<file path="src/rtl/arm_pkg.sv">
// arm_pkg: shared register-file and scoreboard sizing constants
package arm_pkg;
  localparam int REG_ADDR_W = 4;
  localparam int NUM_REGS = 16;
  localparam int SB_CNT_W = 2;
endpackage

</file>
<file path="src/rtl/reg_scoreboard_if.sv">
// reg_scoreboard_if: issue/writeback/source-operand bundle between pipeline and scoreboard
interface reg_scoreboard_if import arm_pkg::*; #(parameter int N = arm_pkg::NUM_REGS);
  logic issue_valid;
  logic issue_wb_en;
  logic [REG_ADDR_W-1:0] issue_dest;
  logic wb_valid;
  logic [REG_ADDR_W-1:0] wb_dest;
  logic [REG_ADDR_W-1:0] src1;
  logic [REG_ADDR_W-1:0] src2;
  logic has_two_src;
  logic Ignore_Hazard;
  logic freeze;
  logic hazard_detected;
  logic [N-1:0] busy_vec;
  logic sb_err;
  modport master (
    output issue_valid, issue_wb_en, issue_dest, wb_valid, wb_dest,
           src1, src2, has_two_src, Ignore_Hazard, freeze,
    input  hazard_detected, busy_vec, sb_err
  );
  modport slave (
    input  issue_valid, issue_wb_en, issue_dest, wb_valid, wb_dest,
           src1, src2, has_two_src, Ignore_Hazard, freeze,
    output hazard_detected, busy_vec, sb_err
  );
endinterface

</file>
<file path="src/rtl/sb_entry.sv">
// sb_entry: saturating pending-write counter for one register with overflow/underflow flags
module sb_entry #(parameter int CNT_W = 2) (
  input  logic clk,
  input  logic rst_n,
  input  logic inc,
  input  logic dec,
  output logic [CNT_W-1:0] count,
  output logic ovf,
  output logic udf
);
  logic [CNT_W-1:0] count_nx;
  assign ovf = inc & !dec & (count == {CNT_W{1'b1}});
  assign udf = dec & !inc & (count == '0);
  always_comb begin
    count_nx = count;
    if (inc & !dec & !ovf) count_nx = count + CNT_W'(1);
    else if (dec & !inc & !udf) count_nx = count - CNT_W'(1);
  end
  always_ff @(posedge clk or negedge rst_n)
    if (!rst_n) count <= '0;
    else count <= count_nx;
endmodule

</file>
<file path="src/rtl/reg_scoreboard.sv">
// reg_scoreboard: per-register in-flight write tracking and ID-stage RAW hazard detection
module reg_scoreboard import arm_pkg::*; #(
  parameter int NUM_REGS = arm_pkg::NUM_REGS,
  parameter int CNT_W = arm_pkg::SB_CNT_W
) (
  input logic clk,
  input logic rst_n,
  reg_scoreboard_if.slave sb
);
  logic [NUM_REGS-1:0] iss_hit, wb_hit, ovf, udf, pend;
  logic [CNT_W-1:0] cnt [NUM_REGS];
  logic err;
  genvar r;
  for (r = 0; r < NUM_REGS; r++) begin : g_entry
    assign iss_hit[r] = sb.issue_valid & sb.issue_wb_en & (sb.issue_dest == REG_ADDR_W'(r)) & !sb.freeze;
    assign wb_hit[r] = sb.wb_valid & (sb.wb_dest == REG_ADDR_W'(r)) & !sb.freeze;
    sb_entry #(.CNT_W(CNT_W)) u_entry (
      .clk(clk), .rst_n(rst_n), .inc(iss_hit[r]), .dec(wb_hit[r]),
      .count(cnt[r]), .ovf(ovf[r]), .udf(udf[r])
    );
    // a last outstanding write committing this cycle is forwarded by the register file
    assign pend[r] = (cnt[r] != '0) & !((cnt[r] == CNT_W'(1)) & wb_hit[r]);
    assign sb.busy_vec[r] = cnt[r] != '0;
  end
  assign sb.hazard_detected = !sb.Ignore_Hazard & (pend[sb.src1] | (sb.has_two_src & pend[sb.src2]));
  always_ff @(posedge clk or negedge rst_n)
    if (!rst_n) err <= 1'b0;
    else if (|(ovf | udf)) err <= 1'b1;
  assign sb.sb_err = err;
endmodule
</file>
<file path="src/flat_wrapper.sv">
// flat-port wrapper written by rule: the top's interface ports become plain ports
module reg_scoreboard_flat import arm_pkg::*;
#(
  parameter int NUM_REGS = arm_pkg::NUM_REGS,
  parameter int CNT_W = arm_pkg::SB_CNT_W
)
  (clk, rst_n, sb_issue_valid, sb_issue_wb_en, sb_issue_dest, sb_wb_valid, sb_wb_dest, sb_src1, sb_src2, sb_has_two_src, sb_Ignore_Hazard, sb_freeze, sb_hazard_detected, sb_busy_vec, sb_sb_err);
  reg_scoreboard_if sb_i ();
  input logic clk;
  input logic rst_n;
  input wire logic [$bits(sb_i.issue_valid)-1:0] sb_issue_valid;
  input wire logic [$bits(sb_i.issue_wb_en)-1:0] sb_issue_wb_en;
  input wire logic [$bits(sb_i.issue_dest)-1:0] sb_issue_dest;
  input wire logic [$bits(sb_i.wb_valid)-1:0] sb_wb_valid;
  input wire logic [$bits(sb_i.wb_dest)-1:0] sb_wb_dest;
  input wire logic [$bits(sb_i.src1)-1:0] sb_src1;
  input wire logic [$bits(sb_i.src2)-1:0] sb_src2;
  input wire logic [$bits(sb_i.has_two_src)-1:0] sb_has_two_src;
  input wire logic [$bits(sb_i.Ignore_Hazard)-1:0] sb_Ignore_Hazard;
  input wire logic [$bits(sb_i.freeze)-1:0] sb_freeze;
  output wire logic [$bits(sb_i.hazard_detected)-1:0] sb_hazard_detected;
  output wire logic [$bits(sb_i.busy_vec)-1:0] sb_busy_vec;
  output wire logic [$bits(sb_i.sb_err)-1:0] sb_sb_err;
  assign sb_i.issue_valid = sb_issue_valid;
  assign sb_i.issue_wb_en = sb_issue_wb_en;
  assign sb_i.issue_dest = sb_issue_dest;
  assign sb_i.wb_valid = sb_wb_valid;
  assign sb_i.wb_dest = sb_wb_dest;
  assign sb_i.src1 = sb_src1;
  assign sb_i.src2 = sb_src2;
  assign sb_i.has_two_src = sb_has_two_src;
  assign sb_i.Ignore_Hazard = sb_Ignore_Hazard;
  assign sb_i.freeze = sb_freeze;
  assign sb_hazard_detected = sb_i.hazard_detected;
  assign sb_busy_vec = sb_i.busy_vec;
  assign sb_sb_err = sb_i.sb_err;
  reg_scoreboard #(.NUM_REGS(NUM_REGS), .CNT_W(CNT_W)) u_core (.clk(clk), .rst_n(rst_n), .sb(sb_i));
endmodule
</file>
<file path="config.mk">
export PLATFORM = sky130hd
export DESIGN_NAME = reg_scoreboard_flat
export DESIGN_NICKNAME = d
export VERILOG_FILES = /design/src/rtl/arm_pkg.sv /design/src/rtl/reg_scoreboard_if.sv /design/src/rtl/sb_entry.sv /design/src/rtl/reg_scoreboard.sv /design/src/flat_wrapper.sv
export SDC_FILE = /design/constraint.sdc
export NUM_CORES = 1
export LEC_CHECK = 0
export CAP_MARGIN = 20
export CORE_MARGIN = 3
export CORE_UTILIZATION = 55
export CTS_CLUSTER_SIZE = 30
export DETAILED_ROUTE_END_ITERATION = 10
export PLACE_DENSITY = 0.79
export SLEW_MARGIN = 20
export SYNTH_ARGS = -nofsm -noshare
export SYNTH_HDL_FRONTEND = slang
export SYNTH_SLANG_ARGS = --single-unit
</file>
<file path="constraint.sdc">
create_clock -name clk -period 3.3 [get_ports clk]
set_input_delay 0.825 -clock clk [delete_from_list [all_inputs] [get_ports clk]]
set_output_delay 0.825 -clock clk [all_outputs]
set_load 0.005 [all_outputs]
</file>
# Yosys cells after proc, flatten, opt, wreduce, memory -nomap -nowiden
# Index checks and enable logic that the tools add are counted.
# W data, S select, Z words.
[classes]
addsub = 32
order_cmp = 2
eq_ne = 62
mux = 36
bitwise_logic = 197
n_reduce_logical = 133
[ops]
columns = ["operator", "count"]
rows = [
  ["$and A1 B1 Y1", 195],
  ["$logic_not A1 Y1", 82],
  ["$eq A4 B4 Y1 const B", 16],
  ["$mux W2", 32],
  ["$reduce_bool A2 Y1", 32],
  ["$add A2 B1 Y2 const B", 16],
  ["$eq A2 B1 Y1 const B", 16],
  ["$eq A2 B2 Y1 const B", 16],
  ["$eq A4 B3 Y1 const B", 8],
  ["$logic_not A2 Y1", 16],
  ["$sub A2 B1 Y2 const B", 16],
  ["$eq A4 B2 Y1 const B", 4],
  ["$or A16 B16 Y16", 1],
  ["$reduce_or A16 Y1", 1],
  ["$lt A4 B5 Y1 const B", 2],
  ["$bmux W1 S4", 2],
  ["$eq A4 B1 Y1 const B", 2],
  ["$logic_not A4 Y1", 2],
  ["$mux W1", 2],
  ["$or A1 B1 Y1", 1],
]
[word_totals]
register_bits = 33
input_bits = 24
out_inout_bits = 18
wordCells = 479

# Logic depth before layout (Yosys ltp)
[logic_depth]
depth_word = 11
depth_mapped = 7
mapped_depth_nobuf = 7

# Cells and area by module
# From an unflattened synthesis, not the netlist that was laid out.
[unflattened]
cells_unflattened = 382
area_unflattened_um2 = 3002.9
[by_module_without_submodules]
columns = ["mod", "instances", "cells_per_inst", "area_per_inst_um2", "seq_area_each_um2"]
rows = [
  ["sb_entry", 16, 14, 127.6, 50.0],
  ["reg_scoreboard", 1, 158, 960.9, 25.0],
]

# Worst setup path after synthesis
# Ideal clock, no wire load.
[synth_timing]
kind = "input -> output"
start = "input port sb_wb_dest[2]"
end = "output port sb_hazard_detected"
arrival_ps = 2046
required_ps = 2475
slack_ps = 429
stages = 6
path_buffers = 0
path_cell_list = "nor4b_4 -> a31oi_1 -> a221oi_1 -> a31oi_1 -> a32oi_1 -> o32ai_1"
[synth_via]
elab_chain_len = 11
elab_cells_between_ends = 103
cone_classes = "15 x eq/ne; 4 x mux; 67 x bitwise; 17 x reduce/logical"
[synth_lines]
columns = ["element", "line", "text"]
rows = [
  ["start: declaration", "flat_wrapper.sv:15", "input wire logic [$bits(sb_i.wb_dest)-1:0] sb_wb_dest;"],
  ["$eq A4 B1 Y1 (tied with other cells)", "reg_scoreboard.sv:16", "assign wb_hit[r] = sb.wb_valid & (sb.wb_dest == REG_ADDR_W'(r)) & !sb.freeze;"],
  ["$and A1 B1 Y1 (2 in series)", "reg_scoreboard.sv:16", ""],
  ["$and A1 B1 Y1", "reg_scoreboard.sv:22", "assign pend[r] = (cnt[r] != '0) & !((cnt[r] == CNT_W'(1)) & wb_hit[r]);"],
  ["$logic_not A1 Y1", "reg_scoreboard.sv:22", ""],
  ["$and A1 B1 Y1", "reg_scoreboard.sv:22", ""],
  ["$bmux W1 S4", "reg_scoreboard.sv:25", "assign sb.hazard_detected = !sb.Ignore_Hazard & (pend[sb.src1] | (sb.has_two_src & pend[sb.src2]));"],
  ["$mux W1 (not written as such)", "reg_scoreboard.sv:25", ""],
  ["$and A1 B1 Y1", "reg_scoreboard.sv:25", ""],
  ["$or A1 B1 Y1 *", "reg_scoreboard.sv:25", ""],
  ["$and A1 B1 Y1 *", "reg_scoreboard.sv:25", ""],
  ["end: declaration", "flat_wrapper.sv:21", "output wire logic [$bits(sb_i.hazard_detected)-1:0] sb_hazard_detected;"],
]
# Mark *: on every way between the ends. The rest lies on a longest branch, timed or not. The select of a mux whose other input is x is not followed.

# Final worst setup path
[layout_timing]
start = "input port sb_freeze"
end = "output port sb_hazard_detected"
[layout_via]
elab_chain_len = 10
elab_cells_between_ends = 72
cone_classes = "4 x mux; 51 x bitwise; 17 x reduce/logical"
[layout_lines]
columns = ["element", "line", "text"]
rows = [
  ["start: declaration", "flat_wrapper.sv:20", "input wire logic [$bits(sb_i.freeze)-1:0] sb_freeze;"],
  ["$logic_not A1 Y1 *", "reg_scoreboard.sv:16", ""],
  ["$and A1 B1 Y1", "reg_scoreboard.sv:16", ""],
  ["$and A1 B1 Y1", "reg_scoreboard.sv:22", ""],
  ["$logic_not A1 Y1", "reg_scoreboard.sv:22", ""],
  ["$and A1 B1 Y1", "reg_scoreboard.sv:22", ""],
  ["$bmux W1 S4", "reg_scoreboard.sv:25", ""],
  ["$mux W1 (not written as such)", "reg_scoreboard.sv:25", ""],
  ["$and A1 B1 Y1", "reg_scoreboard.sv:25", ""],
  ["$or A1 B1 Y1 *", "reg_scoreboard.sv:25", ""],
  ["$and A1 B1 Y1 *", "reg_scoreboard.sv:25", ""],
]
# Marks and branches as above.

==> reports/results.ini <==
[yosys]
synth_flop_cell=dfrtp_1
syn_nets=539
synth_top_family_by_area=simple AND/OR/NAND/NOR gates
synth_enable_flop_cells=0
yosys-top-cells-area=dfrtp_1 (23%), ha_1 (17%), inv_1 (5.1%)
synth-simple-area-share_pct=28.82
yosysSeqAreaShare_pct=22.73
synth_fa_ha_area_share_pct=16.53
synthCells=467
ys_warn_count=0
yosysTopAreaCellShare_pct=22.73
synth_area_leader_cell=dfrtp_1
avgSynthCellArea_um2=7.780
ys_types=52
muxShareOfSynthArea_pct=1.653
synth_compound_area_share_pct=19.87
synthXorXnorAreaFrac_pct=3.857
synth_seq_cells=33
synth_area_um2=3633
ys_async_sr_fraction_pct=100.0

[routing]
drc=0
wl_per_cell_um=17.75
antenna_left=0
firstDrtPassIters=5
viasPerCell=6.413
drt-total-wl_mm=11.04
num_vias=3989
drt_iter0_markers=365

[finish]
num-nets-final=618
diodes=0
syn2layout_area_growth_pct=25.52
drive_gt1_share_pct=15.36
design_area_um2=4561

[critical_path]
r2r-end=u_core.sb.sb_err
slowest_delay_ns=0.43
startpoint=sb_freeze
critical_path_class=primary input to output pin
path_delay_family=compound AO/OA/AOI/OAI gates
reg2reg_depth=7
worstPathBufferInverterCount=3
r2r_start=u_core.g_entry[1].u_entry.count[0]
crit_top_cell=buf_2
worstSetupEndpoint=sb_hazard_detected
cp-end-kind=output pin
path_cells=buf_2 -> and4bb_4 -> a31oi_2 -> buf_4 -> a22oi_1 -> nand3_1 -> a32oi_1 -> o32ai_1 -> buf_2
cp_num_cells=9
crit_required_ns=2.47
critical_path_arrival_ns=2.40
path_max_fanout=8
slowest_stage=and4bb_4
startpoint_type=primary input
r2r_slack_ns=1.60

[sta]
setup_viol_count_final=0
finalWorstSetupSlack_ns=0.07155
fmax_mhz=309.7
slew_viol_final=0
skew_ns=0.006664
max_slew_margin_pct=59.91
period_share_pct=97.83
rsz0062_at_grt=false
hold_viol=0
worst_pin_slew_ns=0.5968
layout_min_cycle_time_ns=3.228

[floorplanning]
die_w_um=87.28
die_y_um=87.28
die-area_um2=7618
io_pins=42
rows=28
core_um2=6166
initial_core_util_pct=58.93

[clock_network]
cts_tree=built
clk_path_buf_depth=2
path_clk_slew_ns=0.07
clk_latency_ns=0.29
cts.sinks=33
hold_buffers=0
cts_buffers=5
htreeDepth=2
cts_root_buffer=clkbuf_8

[power]
powerDensity_nw_per_um2=572.2
p_total_mw=2.609
pwr-share-clk_pct=11.6
p_sw_share_pct=44.50
p_sw_mw=1.161
power_frac_seq_pct=28.1
peakVddDrop_uv=401.7
pwr-share-comb_pct=60.2
p_int_mw=1.448
p_leak_nw=1.948

[global_route]
grt_max_degree=34
antenna_found_initial=0
grt_usage_pct=29.13
grt_pass1_vias=3656
grt_pass1_wl_mm=17.44
overflow=0

[placement]
place_ws_ns=-0.7754
portBuffers=41
post_dp_cell_area_um2=4362
dpl.hpwl_mm=8.640
place_congestion=1.015

[hold_path]
min-delay-start=u_core.sb.sb_err
hold_class=register to register

[run_status]
outcome=completed

[flow_run]
cap_viol_max_count=0

how the worst min path moves through the flow:
stage / endpoint / slack [ns] / cells past startpoint
after floorplan: u_core.sb.sb_err / 0.49 / 2
after global placement: u_core.sb.sb_err / 0.51 / 2
after detailed placement: u_core.sb.sb_err / 0.52 / 2
after CTS: u_core.sb.sb_err / 0.54 / 2
after global routing: u_core.sb.sb_err / 0.56 / 2
final: u_core.sb.sb_err / 0.53 / 2
cell type report:
class	instances	area, um^2
clock buffers	6	72.57
clock inverters	2	10.01
fillers	474	1605
inverters	49	183.9
multi-input cells	375	2686
flip-flops and latches	33	825.8
well taps	75	93.84
repair buffers	82	688.2
Yosys cell counts, types with 2 or more instances:
| master | count |
|---|---|
| nor3b_1 | 2 |
| a31oi_1 | 26 |
| o31ai_1 | 4 |
| ha_1 | 48 |
| and4b_1 | 2 |
| and4bb_2 | 2 |
| nor2_4 | 2 |
| nor4_1 | 6 |
| nor2b_1 | 5 |
| nor2_1 | 48 |
| buf_2 | 7 |
| mux2i_1 | 6 |
| nand3_1 | 29 |
| nand4_1 | 13 |
| a21oi_1 | 8 |
| and2_1 | 2 |
| dfrtp_1 | 33 |
| nand4b_1 | 4 |
| nand4bb_1 | 3 |
| clkbuf_1 | 2 |
| nand2b_1 | 2 |
| o221ai_1 | 5 |
| inv_1 | 49 |
| nand2_1 | 42 |
| xnor2_1 | 16 |
| o21ai_0 | 29 |
| nor3_1 | 15 |
| or3_1 | 6 |
| a311oi_1 | 3 |
| a22oi_1 | 8 |
| o211ai_1 | 19 |
layout by cell type (no fill, tap or decap), types with 3 or more instances in the layout:
cell,synthesis,routed
o211ai_1,19,19
mux2i_1,6,6
o31ai_1,4,4
a21oi_1,8,8
dfrtp_1,33,33
o21ai_0,29,29
xnor2_1,16,16
or3_1,6,6
buf_4,0,41
a31oi_1,26,15
inv_1,49,49
nor2b_1,5,3
ha_1,48,48
nor4_1,6,6
clkdlybuf4s50_1,0,32
nand4bb_1,3,3
and2_1,2,3
a31oi_2,0,9
nand4b_1,4,4
o221ai_1,5,5
a22oi_1,8,8
clkbuf_8,0,5
nand4_1,13,13
nor3_1,15,15
nand3_1,29,29
nor2_1,48,46
nor2_2,1,3
buf_2,7,5
a311oi_1,3,3
nand2_1,42,42
repair_timing:
| item | 4_1_cts | 5_1_grt |
|---|---|---|
| setup buffers | 3 | 1 |
| endpoints found under the setup margin | 1 | 1 |
| pin swaps | 6 | 8 |
| gates resized for setup | 29 | 24 |
metal layers:
| layer | track usage (%) | vias up | share of wire, % |
|---|---|---|---|
| met5 | 0 | - | 0 |
| met4 | 12.55 | 0 | 3.6 |
| met3 | 3.690 | 45 | 7.6 |
| met2 | 48.15 | 204 | 45 |
| met1 | 37.91 | 1872 | 44 |
| li1 | - | 1868 | - |
power by group through the flow:
stage	logic [mW]	clock network, mW	registers, mW
after CTS	1.50	0.305	0.729
final	1.57	0.304	0.734
after global routing	1.74	0.324	0.756
after detailed placement	1.45	0	0.737
after floorplan	0.850	0	0.688
after global placement	1.43	0	0.722
registers in the layout, indices dropped and copies added (netlist names):
register and cells:
u_core.g_entry.u_entry.count 32, u_core.sb.sb_err 1
per-stage QoR:
step / hold WS, ns / TNS (ns) / std cells / utilization, %
global route: 0.5633 / 0 / 622 / 73.97
CTS: 0.5370 / 0 / 621 / 73.32
global placement: 0.5083 / -0.8071 / 610 / 70.74
finish: 0.5252 / 0 / 622 / 73.97
floorplan: 0.4901 / 0 / 467 / -
detailed placement: 0.5203 / -0.7754 / 610 / 70.74
logic make-up after synthesis:
family                   Yosys count
adder cells (fa/ha/maj)           48
AND/OR/NAND/NOR                  195
multiplexers                       6
buffers and inverters             59
XOR/XNOR                          16
AO/OA/AOI/OAI                    110
flip-flops                        33
worst register-to-register path: stages, from the launching register on:
cell and delay (ns):
dfrtp_1 0.43, inv_1 0.07, ha_1 0.27, inv_1 0.10, or3_1 0.13, nand4_1 0.13, a311oi_1 0.30, nand4_1 0.13
Note: power is estimated with default switching activity, not from simulation.
